## config.mk

```make
export PLATFORM = sky130hd
export DESIGN_NAME = pixel_stream_framer_flat
export DESIGN_NICKNAME = d
export VERILOG_FILES = /design/src/rtl/pixel_stream_framer_pkg.sv /design/src/rtl/pixel_stream_framer_if.sv /design/src/rtl/pixel_stream_framer_skid.sv /design/src/rtl/pixel_stream_framer.sv /design/src/flat_wrapper.sv
export SDC_FILE = /design/constraint.sdc
export NUM_CORES = 1
export LEC_CHECK = 0
export ABC_CLOCK_PERIOD_IN_PS = 6800
export CORE_ASPECT_RATIO = 1.75
export CORE_MARGIN = 3
export CORE_UTILIZATION = 59
export CTS_CLUSTER_SIZE = 25
export DETAILED_ROUTE_END_ITERATION = 8
export PLACE_DENSITY = 0.9
export SKIP_LAST_GASP = 1
export SLEW_MARGIN = 20
export SYNTH_ARGS = -nofsm -noshare
export SYNTH_HDL_FRONTEND = slang
export SYNTH_SLANG_ARGS = --single-unit
export TNS_END_PERCENT = 100
```

## constraint.sdc

```tcl
create_clock -name axi_clk -period 6.8 [get_ports axi_clk]
set_input_delay 1.36 -clock axi_clk [delete_from_list [all_inputs] [get_ports axi_clk]]
set_output_delay 1.36 -clock axi_clk [all_outputs]
set_load 0.005 [all_outputs]
```

## src/rtl/pixel_stream_framer_pkg.sv

```systemverilog
// pixel_stream_pkg: shared defaults and skid buffer state encoding for the pixel framer.
package pixel_stream_pkg;
  localparam int DEF_DATA_WIDTH = 8;
  localparam int DEF_LINE_PIXELS = 512;
  localparam int DEF_FRAME_LINES = 512;
  typedef enum logic [1:0] {EMPTY, ONE, FULL} skid_state_t;
endpackage

```

## src/rtl/pixel_stream_framer_if.sv

```systemverilog
// pixel_stream_framer_if: upstream/downstream pixel handshake bundle.
interface pixel_stream_framer_if #(parameter int DATA_WIDTH = pixel_stream_pkg::DEF_DATA_WIDTH);
  logic i_data_valid;
  logic [DATA_WIDTH-1:0] i_data;
  logic o_data_ready;
  logic o_data_valid;
  logic [DATA_WIDTH-1:0] o_data;
  logic o_data_user;
  logic o_data_last;
  logic i_data_ready;
  modport slave (input i_data_valid, i_data, i_data_ready,
                 output o_data_ready, o_data_valid, o_data, o_data_user, o_data_last);
  modport master (output i_data_valid, i_data, i_data_ready,
                  input o_data_ready, o_data_valid, o_data, o_data_user, o_data_last);
endinterface

```

## src/rtl/pixel_stream_framer_skid.sv

```systemverilog
// axis_skid_buffer: 2-entry skid buffer with registered ready; out_data is the head entry.
module axis_skid_buffer
  import pixel_stream_pkg::*;
#(parameter int W = 10) (
  input  logic         clk,
  input  logic         rst_n,
  input  logic         clear,
  input  logic         in_valid,
  input  logic [W-1:0] in_data,
  output logic         in_ready,
  output logic         out_valid,
  output logic [W-1:0] out_data,
  input  logic         out_ready
);
  skid_state_t state, state_n;
  logic [W-1:0] skid;
  logic push, pop;
  assign push = in_valid & in_ready & ~clear;
  assign pop = out_valid & out_ready & ~clear;
  assign out_valid = state != EMPTY;
  always_comb begin
    state_n = clear ? EMPTY :
              (state == EMPTY) ? (push ? ONE : EMPTY) :
              (state == ONE) ? ((push && !pop) ? FULL : (!push && pop) ? EMPTY : ONE) :
              (pop ? ONE : FULL);
  end
  always_ff @(posedge clk or negedge rst_n) begin
    if (!rst_n) begin
      state <= EMPTY;
      in_ready <= 1'b0;
      out_data <= '0;
      skid <= '0;
    end else begin
      state <= state_n;
      in_ready <= state_n != FULL;
      if (push && (state == EMPTY || pop)) out_data <= in_data;
      else if (pop && state == FULL) out_data <= skid;
      if (push && !pop && state == ONE) skid <= in_data;
    end
  end
endmodule

```

## src/rtl/pixel_stream_framer.sv

```systemverilog
// pixel_stream_framer: tags pixels with start-of-frame/end-of-line and counts completed frames.
module pixel_stream_framer
  import pixel_stream_pkg::*;
#(
  parameter int DATA_WIDTH = DEF_DATA_WIDTH,
  parameter int LINE_PIXELS = DEF_LINE_PIXELS,
  parameter int FRAME_LINES = DEF_FRAME_LINES
) (
  input  logic        axi_clk,
  input  logic        axi_reset_n,
  input  logic        i_soft_clear,
  pixel_stream_framer_if.slave s,
  output logic        o_frame_done,
  output logic [15:0] o_frame_count
);
  localparam int CW = $clog2(LINE_PIXELS);
  localparam int RW = $clog2(FRAME_LINES);
  localparam int W = DATA_WIDTH + 2;
  logic [CW-1:0] col;
  logic [RW-1:0] row, out_row;
  logic push, pop, col_last, row_last, out_row_last, frame_end;
  logic [W-1:0] out_w;
  assign push = s.i_data_valid & s.o_data_ready & ~i_soft_clear;
  assign pop = s.o_data_valid & s.i_data_ready & ~i_soft_clear;
  assign col_last = col == CW'(LINE_PIXELS - 1);
  assign row_last = row == RW'(FRAME_LINES - 1);
  // Output-side line counter follows transfers so frame end needs no extra buffered tag.
  assign out_row_last = out_row == RW'(FRAME_LINES - 1);
  assign frame_end = pop & s.o_data_last & out_row_last;
  assign {s.o_data_user, s.o_data_last, s.o_data} = out_w;
  axis_skid_buffer #(.W(W)) u_skid (
    .clk(axi_clk),
    .rst_n(axi_reset_n),
    .clear(i_soft_clear),
    .in_valid(s.i_data_valid),
    .in_data({col == '0 && row == '0, col_last, s.i_data}),
    .in_ready(s.o_data_ready),
    .out_valid(s.o_data_valid),
    .out_data(out_w),
    .out_ready(s.i_data_ready)
  );
  always_ff @(posedge axi_clk or negedge axi_reset_n) begin
    if (!axi_reset_n) begin
      col <= '0;
      row <= '0;
      out_row <= '0;
      o_frame_done <= 1'b0;
      o_frame_count <= '0;
    end else if (i_soft_clear) begin
      col <= '0;
      row <= '0;
      out_row <= '0;
      o_frame_done <= 1'b0;
    end else begin
      o_frame_done <= frame_end;
      o_frame_count <= o_frame_count + 16'(frame_end);
      if (push) col <= col_last ? '0 : col + 1'b1;
      if (push && col_last) row <= row_last ? '0 : row + 1'b1;
      if (pop && s.o_data_last) out_row <= out_row_last ? '0 : out_row + 1'b1;
    end
  end
endmodule

```

## src/flat_wrapper.sv

```systemverilog
// flat-port wrapper written by rule: the top's interface ports become plain ports
module pixel_stream_framer_flat import pixel_stream_pkg::*;
#(
  parameter int DATA_WIDTH = DEF_DATA_WIDTH,
  parameter int LINE_PIXELS = DEF_LINE_PIXELS,
  parameter int FRAME_LINES = DEF_FRAME_LINES
)
  (axi_clk, axi_reset_n, i_soft_clear, o_frame_done, o_frame_count, s_i_data_valid, s_i_data, s_i_data_ready, s_o_data_ready, s_o_data_valid, s_o_data, s_o_data_user, s_o_data_last);
  pixel_stream_framer_if #(.DATA_WIDTH(DATA_WIDTH)) s_i ();
  input  logic axi_clk;
  input  logic axi_reset_n;
  input  logic i_soft_clear;
  output logic o_frame_done;
  output logic [15:0] o_frame_count;
  input wire logic [$bits(s_i.i_data_valid)-1:0] s_i_data_valid;
  input wire logic [$bits(s_i.i_data)-1:0] s_i_data;
  input wire logic [$bits(s_i.i_data_ready)-1:0] s_i_data_ready;
  output wire logic [$bits(s_i.o_data_ready)-1:0] s_o_data_ready;
  output wire logic [$bits(s_i.o_data_valid)-1:0] s_o_data_valid;
  output wire logic [$bits(s_i.o_data)-1:0] s_o_data;
  output wire logic [$bits(s_i.o_data_user)-1:0] s_o_data_user;
  output wire logic [$bits(s_i.o_data_last)-1:0] s_o_data_last;
  assign s_i.i_data_valid = s_i_data_valid;
  assign s_i.i_data = s_i_data;
  assign s_i.i_data_ready = s_i_data_ready;
  assign s_o_data_ready = s_i.o_data_ready;
  assign s_o_data_valid = s_i.o_data_valid;
  assign s_o_data = s_i.o_data;
  assign s_o_data_user = s_i.o_data_user;
  assign s_o_data_last = s_i.o_data_last;
  pixel_stream_framer #(.DATA_WIDTH(DATA_WIDTH), .LINE_PIXELS(LINE_PIXELS), .FRAME_LINES(FRAME_LINES)) u_core (.axi_clk(axi_clk), .axi_reset_n(axi_reset_n), .i_soft_clear(i_soft_clear), .s(s_i), .o_frame_done(o_frame_done), .o_frame_count(o_frame_count));
endmodule
```

## Word level (Yosys, flattened, before mapping)

Index checks and enable logic that the tools add are counted.

- Add/sub/neg operators: 4
- Multiply operators: 0
- Divide/modulo/power cells: 0
- Order comparisons: 0
- Equal/unequal tests: 6
- Shifts and indexed selects: 0
- Multiplexer cells: 19
- Bitwise gates (word level): 7
- Reductions and logical operators: 19

Operators by type and width:

| kind | count |
|---|---|
| $mux W9 | 9 |
| $add A9 B1 Y9 const B | 3 |
| $eq A9 B9 Y1 const B | 3 |
| $mux W10 | 2 |
| $logic_not A9 Y1 | 2 |
| $add A16 B1 Y16 | 1 |
| $mux W2 | 5 |
| $reduce_bool A2 Y1 | 5 |
| $logic_and A1 B1 Y1 | 8 |
| $and A1 B1 Y1 | 6 |
| $mux W1 | 3 |
| $eq A2 B1 Y1 const B | 1 |
| $eq A2 B2 Y1 const B | 1 |
| $logic_not A1 Y1 | 2 |
| $logic_not A2 Y1 | 1 |
| $ne A2 B2 Y1 const B | 1 |
| $logic_or A1 B1 Y1 | 1 |
| $not A1 Y1 | 1 |

- Register bits: 67
- Bits in latches: 0
- Bits in writable memories: 0
- ROM bits: 0
- Bits of input ports: 13
- Output and inout port bits: 29
- Logic and storage cells: 64
- Memories: 0

## Logic depth before layout (Yosys ltp)

- Depth in word-level cells: 10
- Depth in mapped cells: 13

## By module

A second synthesis with hierarchy kept.

- Cell total of the unflattened synthesis: 312
- Area total of the unflattened synthesis: 3,377.0 µm²

Modules (own cells, without submodules):

| module | times used | cells each | area an instance (µm²) |
|---|---|---|---|
| pixel_stream_framer | 1 | 230 | 2,282.2 |
| axis_skid_buffer | 1 | 82 | 1,094.8 |

## Worst setup path after synthesis

No wires, ideal clock.

- Kind: input -> register
- Start: input i_soft_clear
- End: register u_core.o_frame_count[12]
- Setup time: 0.124 ns
- Data arrival time: 2.636 ns
- Required time: 6.676 ns
- Slack: 4.040 ns
- Stages on the path: 9
- Buffers on the path: 1
- Path through: and2b_2 -> nand3_2 -> nor2_1 -> ha_1 -> ha_1 -> and3_1 -> buf_2 -> nand4_1 -> xnor2_1

- Longest elaborated chain between the ends: 5

RTL lines:

| item | RTL line | text |
|---|---|---|
| from (decl) | flat_wrapper.sv:12 | `input logic i_soft_clear;` |
| $not A1 Y1 | pixel_stream_framer.sv:24 | `assign pop = s.o_data_valid & s.i_data_ready & ~i_soft_clear;` |
| $and A1 B1 Y1 | pixel_stream_framer.sv:24 |  |
| $and A1 B1 Y1 (2 in a row) | pixel_stream_framer.sv:29 | `assign frame_end = pop & s.o_data_last & out_row_last;` |
| $add A16 B1 Y16 | pixel_stream_framer.sv:56 | `o_frame_count <= o_frame_count + 16'(frame_end);` |
| to (signal assigned) | pixel_stream_framer.sv:56 |  |
| to (decl) | pixel_stream_framer.sv:14 | `output logic [15:0] o_frame_count` |

Parallel ways exist; a longest one is shown, timed or not.
A chain may end at the register's enable or synchronous reset.

## Final worst setup path

- Start: input i_soft_clear
- End: register u_core.o_frame_count[13]

Same word-level chain as after synthesis.

==> flow_summary.ini <==
[placed_design]
place.gp.congestion = 0.832
place_ws_ps = 2960
dp_hpwl_um = 4730
postPlaceCellArea_um2 = 3740
io_buffer_count = 41

[power]
comb_power_share_pct = 11.0
ir_drop_uv = 148
p_sw_share_pct = 22.6
internal_power_uw = 713
switchingPower_uw = 208
pwr-share-seq_pct = 48.9
pwr-share-clk_pct = 40.0
p_per_area_nw_per_um2 = 232
leakage_nw = 1.83

[die]
die-area_um2 = 6550
core_area_um2 = 5340
die_h_um = 105
die_x_um = 62.5
pin_count = 42
start_util_pct = 61.6
rows = 35

[timing]
finalWorstSetupSlack_ps = 3270
setup_violations = 0
fin_crit_ps = 3530
rsz0062_at_grt = false
worst_pin_slew_ps = 817
fmax_mhz = 283
fin_crit_sh_pct = 52.0
relSlewSlack_pct = 45.5
finClkSkew_ps = 8.21
holdWs_ps = 475
fin_setup_tns_ps = 0
final-hold-violation-count = 0
maxSlewViolCount = 0

[drt]
drc = 0
first_iter_violations = 158
firstDrtPassIters = 4
postRouteAntennaNets = 0
wire_per_inst_um = 15.4
viasPerCell = 5.87
drt_wl_total_um = 6640
vias = 2522

[critical_path]
crit_top_cell = nor2_1
path_class = in -> reg
max_stage_delay_ps = 740
crit_family = simple AND/OR/NAND/NOR gates
critPathCaptureType = flip-flop
cp_slowest_cell = clkdlybuf4s50_1
cp_max_fo = 20
arrival_ps = 3790
critPathBufInv = 1
crit_required_ps = 7060
crit_path_start_kind = input port
reg2reg_slack_ps = 4030
worstPathCellList = clkdlybuf4s50_1, and2b_2, nand3_2, nor2_1, ha_1, and3b_1, nand4_1, nor2_1, xor2_1

[logic_synthesis]
netlist_area_um2 = 3290
synthCells = 305
synth_top_area_cell = dfrtp_1
synth_area_per_cell_um2 = 10.8
synthTopCellsByArea = dfrtp_1 51%, o21ai_0 4.3%, ha_1 4.2%
syn_nets = 329
synth_cell_types = 46
yosysTopAreaCellShare_pct = 50.9
ys_ff_latch = 67
yosys_warnings = 0
ys_seq_area_share_pct = 50.9

[cells_and_area]
nNetsFinal = 375
final_cell_mix = 67 x dfrtp_1, 40 x clkdlybuf4s50_1, 28 x o21ai_0
drive_above_1_share_pct = 11.2
final_common_cell = dfrtp_1
fillers = 371
synthToLayoutAreaGrowth_pct = 20.4
design_area_um2 = 3970
antenna_cells = 0

[clock_network]
clk-insertion-delay-late_ps = 330
htree_levels = 3
path_clk_slew_ps = 70
cts_tree = built
cts_num_sinks = 67
ctsResizeCount = 0
cts_root_buffer = clkbuf_8
cts_buffer_depth = 2
cts_setup_buffers = 0
hold_buffers = 0
numCtsBuffers = 9

[grt]
first_global_vias = 2619
antenna_found_initial = 0
grt-ovfl-total = 0
grt_usage_pct = 22.5
grt_pass1_wl_um = 11800
grt_max_degree = 68

[min_path]
min_path_type = reg -> reg

[job]
cap_violations = 0

[run_status]
status = completed
-- layer usage --
metal | global-route usage (%) | up-vias | wire length, µm
li1 | - | 1193 | -
met1 | 24.7 | 1259 | 2640
met2 | 40.5 | 60 | 3640
met3 | 4.95 | 10 | 226
met4 | 10.3 | 0 | 135
met5 | 0 | - | 0
-- cell type report --
cell class	instances	area (µm²)	area share (%)
sequential	67	1680	42.3
multi-input combinational	222	1520	38.4
timing repair buffer	42	413	10.4
clock buffer	12	155	3.91
tap	74	92.6	2.33
clock inverter	4	72.6	1.83
inverter	9	33.8	0.852
-- Yosys cell counts (all sizes together) --
master / instances
a211oi: 1
a21o: 4
a21oi: 14
a22o: 1
a311oi: 1
a31oi: 4
a32o: 1
and2: 3
and2b: 1
and3: 13
and3b: 3
and4: 3
buf: 7
dfrtp: 67
ha: 11
inv: 9
mux2: 11
mux2i: 12
nand2: 26
nand2b: 4
nand3: 9
nand3b: 2
nand4: 10
nand4bb: 1
nor2: 21
nor3: 3
nor3b: 4
nor4: 2
nor4b: 2
o211a: 1
o21ai: 31
o22ai: 1
o2bb2ai: 1
o31ai: 3
or3: 2
xnor2: 10
xor2: 6
-- final timing paths --
kind                            depth (start not counted)                      from                       end
worst max-delay path                                    9              i_soft_clear  u_core.o_frame_count[13]
worst min-delay path                                    1  u_core.o_frame_count[15]  u_core.o_frame_count[15]
worst max register to register                         12         u_core.out_row[0]  u_core.o_frame_count[13]
worst min register to register                          1  u_core.o_frame_count[15]  u_core.o_frame_count[15]
max in group asynchronous                               2               axi_reset_n             u_core.col[4]
min in group asynchronous                               2               axi_reset_n   u_core.o_frame_count[9]
-- state kept, by name (all words and copies together), names as in the netlist --
register	cells
u_core.u_skid.in_ready	1
u_core.row	9
u_core.u_skid.state	2
u_core.o_frame_done	1
u_core.u_skid.skid	10
u_core.col	9
u_core.u_skid.out_data	10
u_core.out_row	9
u_core.o_frame_count	16
-- through the flow --
step	power (mW)	std cells	util, %
detailed placement	0.560	414	70.0
finish	0.921	430	74.2
global route	0.959	430	74.2
CTS	0.928	430	74.2
global placement	0.554	414	70.0
floorplan	0.506	305	-
-- power by group through the flow --
stage / logic, mW / registers [mW] / clock network, mW
floorplan: 0.0515 / 0.455 / 0
global placement: 0.0968 / 0.457 / 0
detailed placement: 0.102 / 0.458 / 0
CTS: 0.104 / 0.451 / 0.373
global route: 0.114 / 0.455 / 0.390
finish: 0.102 / 0.451 / 0.369
-- cell families after synthesis --
family / after synthesis / synth area share (%)
adders and majority gates: 11 / 4.18
AOI/OAI and AO/OA: 63 / 11.1
buffers and inverters: 16 / 2.85
DFF: 67 / 50.9
xor gates and xnor gates: 16 / 4.26
and+or+nand+nor: 109 / 19.3
muxes: 23 / 7.41
(Power assumes the default switching activity.)
